**src/rtl/cskip_pkg.sv**
```systemverilog
// Shared definitions for the carry-skip sequential adder controller.
package cskip_pkg;

    localparam int SLICE_W    = 4;
    localparam int SKIP_CNT_W = 16;

    typedef enum logic [1:0] {
        IDLE = 2'd0,
        RUN  = 2'd1,
        DONE = 2'd2
    } cskip_state_t;

endpackage

```
**src/rtl/cskip_slice.sv**
```systemverilog
// One 4-bit carry-skip slice: ripple sum always, carry bypassed when all bits propagate.
module cskip_slice
    import cskip_pkg::*;
(
    input  logic [SLICE_W-1:0] a,
    input  logic [SLICE_W-1:0] b,
    input  logic               ci,
    output logic [SLICE_W-1:0] s,
    output logic               co,
    output logic               p
);

    logic [SLICE_W:0] ripple;

    assign ripple = {1'b0, a} + {1'b0, b} + {{SLICE_W{1'b0}}, ci};
    assign p      = &(a ^ b);
    assign s      = ripple[SLICE_W-1:0];
    assign co     = p ? ci : ripple[SLICE_W];

endmodule

```
**src/rtl/cskip_seq_add_ctrl.sv**
```systemverilog
// Multi-cycle WIDTH-bit adder scheduler around one shared carry-skip slice.
// Optional skip counter output o_skip_cnt is built when CSKIP_SKIP_CNT_EN is defined.
//
// state | meaning
// IDLE  | waiting for an operand request, o_ready high
// RUN   | evaluating slice k this cycle, carry kept in carry_q
// DONE  | result held on sum/cout with o_valid high until i_ready
module cskip_seq_add_ctrl
    import cskip_pkg::*;
#(
    parameter int WIDTH = 16
) (
    input  logic             i_clk,
    input  logic             i_rst,
    input  logic             i_valid,
    output logic             o_ready,
    input  logic [WIDTH-1:0] i_add_term1,
    input  logic [WIDTH-1:0] i_add_term2,
    input  logic             i_cin,
    output logic             o_valid,
    input  logic             i_ready,
    output logic [WIDTH-1:0] sum,
    output logic             cout
`ifdef CSKIP_SKIP_CNT_EN
    ,
    output logic [SKIP_CNT_W-1:0] o_skip_cnt
`endif
);

    localparam int NSLICE = WIDTH / SLICE_W;
    localparam int CNT_W  = (NSLICE > 1) ? $clog2(NSLICE) : 1;

    generate
        if ((WIDTH % SLICE_W) != 0 || WIDTH < SLICE_W) begin : g_width_chk
            $error("cskip_seq_add_ctrl: WIDTH must be a positive multiple of SLICE_W");
        end
    endgenerate

    cskip_state_t       state_q, state_d;
    logic [WIDTH-1:0]   op_a_q, op_b_q, sum_q;
    logic               carry_q, cout_q;
    logic [CNT_W-1:0]   k_q;
    logic               last_slice;
    logic [SLICE_W-1:0] slice_s;
    logic               slice_co, slice_p;

    assign last_slice = (k_q == CNT_W'(NSLICE - 1));

    cskip_slice u_slice (
        .a  (op_a_q[k_q*SLICE_W +: SLICE_W]),
        .b  (op_b_q[k_q*SLICE_W +: SLICE_W]),
        .ci (carry_q),
        .s  (slice_s),
        .co (slice_co),
        .p  (slice_p)
    );

    // State register
    always_ff @(posedge i_clk) begin
        if (i_rst) state_q <= IDLE;
        else       state_q <= state_d;
    end

    // Next-state decode; a DONE handoff always passes through IDLE before the next accept
    always_comb begin
        state_d = state_q;
        case (state_q)
            IDLE:    if (i_valid)    state_d = RUN;
            RUN:     if (last_slice) state_d = DONE;
            DONE:    if (i_ready)    state_d = IDLE;
            default: state_d = IDLE;
        endcase
    end

    // Handshake outputs decoded from state
    always_comb begin
        o_ready = (state_q == IDLE) && !i_rst;
        o_valid = (state_q == DONE);
    end

    // Operand latch, per-slice sum write-back and inter-slice carry
    always_ff @(posedge i_clk) begin
        if (i_rst) begin
            op_a_q  <= '0;
            op_b_q  <= '0;
            sum_q   <= '0;
            cout_q  <= 1'b0;
            carry_q <= 1'b0;
            k_q     <= '0;
        end else begin
            case (state_q)
                IDLE: begin
                    if (i_valid) begin
                        op_a_q  <= i_add_term1;
                        op_b_q  <= i_add_term2;
                        carry_q <= i_cin;
                        k_q     <= '0;
                    end
                end
                RUN: begin
                    sum_q[k_q*SLICE_W +: SLICE_W] <= slice_s;
                    carry_q                       <= slice_co;
                    if (last_slice) cout_q <= slice_co;
                    else            k_q    <= k_q + 1'b1;
                end
                default: ;
            endcase
        end
    end

    assign sum  = sum_q;
    assign cout = cout_q;

`ifdef CSKIP_SKIP_CNT_EN
    logic [SKIP_CNT_W-1:0] skip_cnt_q;

    // Count propagating slices; saturates and only reset clears it
    always_ff @(posedge i_clk) begin
        if (i_rst)
            skip_cnt_q <= '0;
        else if (state_q == RUN && slice_p && skip_cnt_q != {SKIP_CNT_W{1'b1}})
            skip_cnt_q <= skip_cnt_q + 1'b1;
    end

    assign o_skip_cnt = skip_cnt_q;
`else
    logic skip_p_unused;
    assign skip_p_unused = slice_p;
`endif

endmodule
```
**config.mk**
```make
export PLATFORM = sky130hd
export DESIGN_NAME = cskip_seq_add_ctrl
export DESIGN_NICKNAME = d
export VERILOG_FILES = /design/src/rtl/cskip_pkg.sv /design/src/rtl/cskip_slice.sv /design/src/rtl/cskip_seq_add_ctrl.sv
export SDC_FILE = /design/constraint.sdc
export NUM_CORES = 1
export LEC_CHECK = 0
export ABC_AREA = 0
export BUFFER_PORTS_ARGS = -buffer_cell sky130_fd_sc_hd__buf_4
export CAP_MARGIN = 10
export CORE_ASPECT_RATIO = 1.75
export CORE_UTILIZATION = 53
export DETAILED_ROUTE_END_ITERATION = 16
export PLACE_DENSITY = 0.85
export SYNTH_ARGS = -nofsm -noshare
export SYNTH_HDL_FRONTEND = slang
export SYNTH_SLANG_ARGS = --single-unit
```
**constraint.sdc**
```tcl
create_clock -name i_clk -period 3.8 [get_ports i_clk]
set_clock_uncertainty 0.15 [all_clocks]
set_input_delay 0.19 -clock i_clk [delete_from_list [all_inputs] [get_ports i_clk]]
set_output_delay 0.19 -clock i_clk [all_outputs]
set_load 0.02 [all_outputs]
```
==> flow_summary.toml, run 1 <==
[worst_setup_path]
cp-start-kind = "flip-flop"
crit_required_ns = 3.83
cp-end-kind = "flip-flop"
crit_top_cell = "fa_1"
crit_path_cell_trace = "mux4_2 -> fa_1 -> fa_1 -> a21o_1 -> a21oi_1 -> mux2_2 -> o31ai_1"
r2r_end = "cout"
crit_arrival_ns = 3.04
r2r_slack_ns = 0.78
setup.worst_path.class = "reg -> reg"
critPathSlowestCell = "dfxtp_1"
critPathMaxStageDelay_ns = 0.68
reg2reg_from = "k_q[0]"
reg2reg_depth = 7
cp_max_fo = 12

[clock_tree]
clk_latency_ns = 0.31
clock-sinks = 54
path_clk_slew_ns = 0.09
cts_resized = 0
cts_max_level = 2
post_cts_buffers = 0
cts_tree = "done"
numCtsBuffers = 5
clk_path_buf_depth = 2
clock-root-buffer = "clkbuf_8"

[place]
dp_slack_ns = 0.781
dp_hpwl_um = 3920
portBuffers = 55
dp_cells = 362
globalplace.congestion = 0.873

[min_path]
hp-class = "in -> reg"
min_to = "op_a_q[6]"
hold_depth = 3
min_from = "i_add_term1[6]"

[logic_synthesis]
syn_nets = 318
synthDistinctLibCells = 32
synth.area.top_cells = "dfxtp_1 (45%), nand2_1 (12%), a21oi_1 (8.3%)"
yosys.area.top_type = "dfxtp_1"
yosys_warnings = 0
ys_ff_latch = 54
syn_area_mm2 = 0.00242
syn_inst = 269
syn_area_per_cell_um2 = 9.01
netlist.area_leader.share_pct = 44.6
ys_seq_area_share_pct = 44.6

[global_route]
antenna_found_initial = 0
grt_pass1_vias = 2320
grt_usage_pct = 29.0
gr-total-overflow = 0
grt_first_pass_wirelength_um = 10400
grt_max_degree = 57

[power]
peakVddDrop_uv = 366
power_leakage_nw = 1.34
p_per_area_mw_per_mm2 = 358
total_power_mw = 1.17

[detailed_routing]
drcViolationCount = 0
routed_via_density = 5.52
drt_wl_total_um = 6100
first_pass_iters = 4
num_vias = 2215
ant_nets = 0
wl_per_cell_um = 15.2
detail_route.iter0.violations = 71

[cells_and_area]
fillers = 298
fin_nets = 398
drive_gt1_share_pct = 22.6
multiInputGateArea_mm2 = 0.00126
antennaDiodeCount = 0
seqCellArea_mm2 = 0.00108
layout_common_cells = "nand2_1 (77), buf_4 (57), dfxtp_1 (54)"
layout_commonest_cell = "nand2_1"
stdcell_count = 401
area_growth_pct = 34.3

[floorplan]
fp.dieH_um = 91.5
row_count = 32
io_pins = 56
die-area_mm2 = 0.00486
coreArea_mm2 = 0.00440
start_util_pct = 55.0
die_x_um = 53.1

[timing]
tightestPinTransition_ns = 0.982
finalHoldViolations = 0
period_minus_slack_ns = 3.02
setup_viol = 0
rsz0062_at_grt = "false"
setup_ws_ns = 0.784
maxSlewViolCount = 0
finalHoldWorstSlack_ns = 0.0222
min_period_over_period_pct = 79.4
max_slew_margin_pct = 34.4
totalNegativeSetupSlack_ns = 0
fmax_mhz = 332

[job]
drv_cap = 0

[outcome]
status = "complete, no violations"
==> logic make-up (layout without fill, tap and decap cells) <==
kind of cell / after synthesis / count (layout) / share of synthesized area (%)
AOI/OAI and AO/OA: 60 / 60 / 14.5
DFF: 54 / 54 / 44.6
buffers and inverters: 18 / 99 / 3.46
adders and majority gates: 12 / 12 / 6.81
muxes: 9 / 9 / 7.90
and+or+nand+nor: 115 / 115 / 22.4
xor gates and xnor gates: 1 / 1 / 0.361
==> cells in the mapped netlist <==
cell and count:
nand3b_1 1, nand2b_4 1, a211oi_1 1, nor3_1 1, inv_1 3, a22oi_1 13, o21bai_1 1, fa_1 2
and2b_1 1, nand2_1 77, nor4_4 3, a32oi_1 2, buf_6 1, nand2b_1 1, nor2b_1 1, a21o_1 1
clkbuf_1 7, nor2_1 22, xor2_1 1, nand4bb_1 1, o31ai_1 1, or3b_1 1, mux4_2 8, nand3_1 2
o21ai_0 1, nand4_1 1, mux2_2 1, a21oi_1 40, ha_1 10, nor3b_2 2, buf_2 7, dfxtp_1 54
==> worst max-delay path: cells and delay by family, from the launching register on <==
family / cells / cell delay [ns]
adders and majority gates: 2 / 0.88
muxes: 2 / 0.80
DFF: 1 / 0.68
AOI/OAI and AO/OA: 3 / 0.38
==> sequential cells by signal (all words and copies together), names as in the netlist <==
name	cells
cout	1
sum	16
carry_q	1
op_b_q	16
k_q	2
state_q	2
op_a_q	16
==> stage by stage <==
| step | util [%] | instance area, um2 |
|---|---|---|
| 2_1_floorplan | - | 2420 |
| 3_3_place_gp | 64.7 | 2850 |
| 3_5_place_dp | 64.7 | 2850 |
| 4_1_cts | 73.9 | 3250 |
| 5_1_grt | 73.9 | 3250 |
| 6_report | 73.9 | 3250 |
==> layer usage <==
layer,up-vias,share of wire [%],GRT usage [%]
met5,-,0,0
met4,0,3.2,13.4
met3,19,2.4,4.86
met2,59,58,52.5
met1,1055,37,30.7
li1,1082,-,-
==> report_power, final <==
part           total, mW  internal (mW)  switching (mW)
registers          0.616          0.592          0.0236
clock network      0.337          0.151           0.187
logic              0.213          0.104           0.109
==> worst max-delay path by stage <==
stage | startpoint | endpoint | slack [ns] | cells after the start
after floorplan | k_q[0] | cout | 1.0 | 8
after global placement | k_q[0] | cout | 0.85 | 7
after detailed placement | k_q[0] | cout | 0.78 | 7
after CTS | k_q[0] | cout | 0.75 | 7
after global routing | k_q[0] | cout | 0.63 | 7
final | k_q[0] | cout | 0.78 | 7
==> layout make-up <==
type / count / share of cell area, %
multi-input cells: 197 / 38.9
flip-flops and latches: 54 / 33.2
repair buffers: 88 / 22.7
clock buffers: 7 / 2.65
well taps: 51 / 1.96
inverters: 3 / 0.346
clock inverters: 1 / 0.269
==> timing repair <==
item                                   CTS  global route
hold buffers                            31             0
setup endpoints to repair                0             0
endpoints found under the hold margin   31             0
Power figures use the tool's default switching activity.
==> inputs of run 2 (changes only) <==
==> constraint.sdc (replaced) <==
create_clock -name i_clk -period 3 [get_ports i_clk]
set_clock_uncertainty 0.15 [all_clocks]
set_input_delay 0.15 -clock i_clk [delete_from_list [all_inputs] [get_ports i_clk]]
set_output_delay 0.15 -clock i_clk [all_outputs]
set_load 0.02 [all_outputs]
==> run 2 against run 1 <==
Clock power increased by 16%. Highest routed layer unchanged. Critical path depth unchanged. Sequential share of layout area down 0.28 points.
==> flow_summary.toml, run 2 (synthesis gave the netlist of run 1 again) <==
[timing]
min_period_over_period_pct = 93.1
period_minus_slack_ns = 2.79
rsz0062_at_grt = "false"
fmax_mhz = 358
finalHoldViolations = 0
maxSlewViolCount = 0
tightestPinTransition_ns = 0.572
max_slew_margin_pct = 61.9
setup_viol = 0
setup_ws_ns = 0.207
totalNegativeSetupSlack_ns = 0

[clock_tree]
cts_resized = 0
clock-sinks = 54
clk_path_buf_depth = 2
cts_tree = "done"
cts_max_level = 2
clk_latency_ns = 0.31
numCtsBuffers = 5
clock-root-buffer = "clkbuf_8"
post_cts_buffers = 0
path_clk_slew_ns = 0.09

[power]
p_per_area_mw_per_mm2 = 443
power_leakage_nw = 1.35
peakVddDrop_uv = 485
total_power_mw = 1.45

[worst_setup_path]
critPathSlowestCell = "mux4_2"
reg2reg_from = "k_q[0]"
cp-start-kind = "flip-flop"
r2r_end = "cout"
crit_top_cell = "fa_1"
critPathMaxStageDelay_ns = 0.60
crit_arrival_ns = 2.82
cp-end-kind = "flip-flop"
r2r_slack_ns = 0.21
crit_path_cell_trace = "mux4_2 -> fa_1 -> fa_1 -> a21o_1 -> a21oi_1 -> mux2_2 -> o31ai_1"
crit_required_ns = 3.03
setup.worst_path.class = "reg -> reg"
cp_max_fo = 4
reg2reg_depth = 7

[floorplan]
row_count = 32
fp.dieH_um = 91.5
coreArea_mm2 = 0.00440
io_pins = 56
die-area_mm2 = 0.00486
die_x_um = 53.1
start_util_pct = 55.0

[detailed_routing]
ant_nets = 0
wl_per_cell_um = 16.4
drt_wl_total_um = 6650
detail_route.iter0.violations = 90
num_vias = 2311
first_pass_iters = 4
routed_via_density = 5.71
drcViolationCount = 0

[cells_and_area]
area_growth_pct = 35.4
layout_commonest_cell = "nand2_1"
antennaDiodeCount = 0
drive_gt1_share_pct = 22.9
layout_common_cells = "nand2_1 (77), buf_4 (60), dfxtp_1 (54)"
fin_nets = 403

[global_route]
gr-total-overflow = 0
grt_pass1_vias = 2310
grt_usage_pct = 31.1
grt_first_pass_wirelength_um = 10800
grt_max_degree = 57
antenna_found_initial = 0

[outcome]
status = "complete, no violations"

[min_path]
hp-class = "in -> reg"
min_from = "i_rst"
min_to = "sum[8]"
hold_depth = 2

[job]
drv_cap = 0

[place]
portBuffers = 55
dp_slack_ns = 0.290
dp_hpwl_um = 3890
globalplace.congestion = 0.846
run 2: area by class of cell:
type | count | area, um2
clock inverters | 1 | 7.51
clock buffers | 6 | 72.6
flip-flops and latches | 54 | 1080
repair buffers | 93 | 781
fillers | 307 | 1120
well taps | 51 | 63.8
multi-input cells | 197 | 1260
inverters | 3 | 11.3
run 2: worst max-delay path: cells and delay by family (launching register included):
family | cells | cell delay [ns]
flops | 1 | 0.48
compound gates | 3 | 0.40
mux | 2 | 0.78
fa+ha+maj | 2 | 0.87
run 2: repair_timing:
action,in CTS,in global routing
setup endpoints to repair,0,0
hold buffers,33,0
hold endpoints to repair,33,0
run 2: worst max path at each step:
stage                 to  cells after the start   start
floorplan           cout                      8  k_q[0]
global placement    cout                      7  k_q[0]
detailed placement  cout                      7  k_q[0]
CTS                 cout                      7  k_q[0]
global route        cout                      7  k_q[0]
finish              cout                      7  k_q[0]
run 2: per-layer routing:
layer  part of all wire (%)  global-route usage (%)
met1                     34                    30.0
met2                     54                    53.1
met3                    5.0                    8.88
met4                    7.8                    22.1
met5                      0                       0
run 2: power by group:
| group | switching [mW] | internal, mW | total [mW] | leakage, nW |
|---|---|---|---|---|
| clock network | 0.230 | 0.161 | 0.391 | 0.0373 |
| registers | 0.0272 | 0.750 | 0.777 | 0.441 |
| logic | 0.148 | 0.137 | 0.285 | 0.872 |
| total | 0.405 | 1.05 | 1.45 | 1.35 |
run 2: metrics by stage:
| stage | instance area, um2 | hold WS, ns | util, % | instances |
|---|---|---|---|---|
| after floorplan | 2420 | 0.136 | - | 269 |
| after global placement | 2870 | 0.248 | 65.2 | 365 |
| after detailed placement | 2870 | 0.257 | 65.2 | 365 |
| after CTS | 3280 | 0.146 | 74.5 | 405 |
| after global routing | 3280 | 0.182 | 74.5 | 405 |
| final | 3280 | 0.160 | 74.5 | 405 |
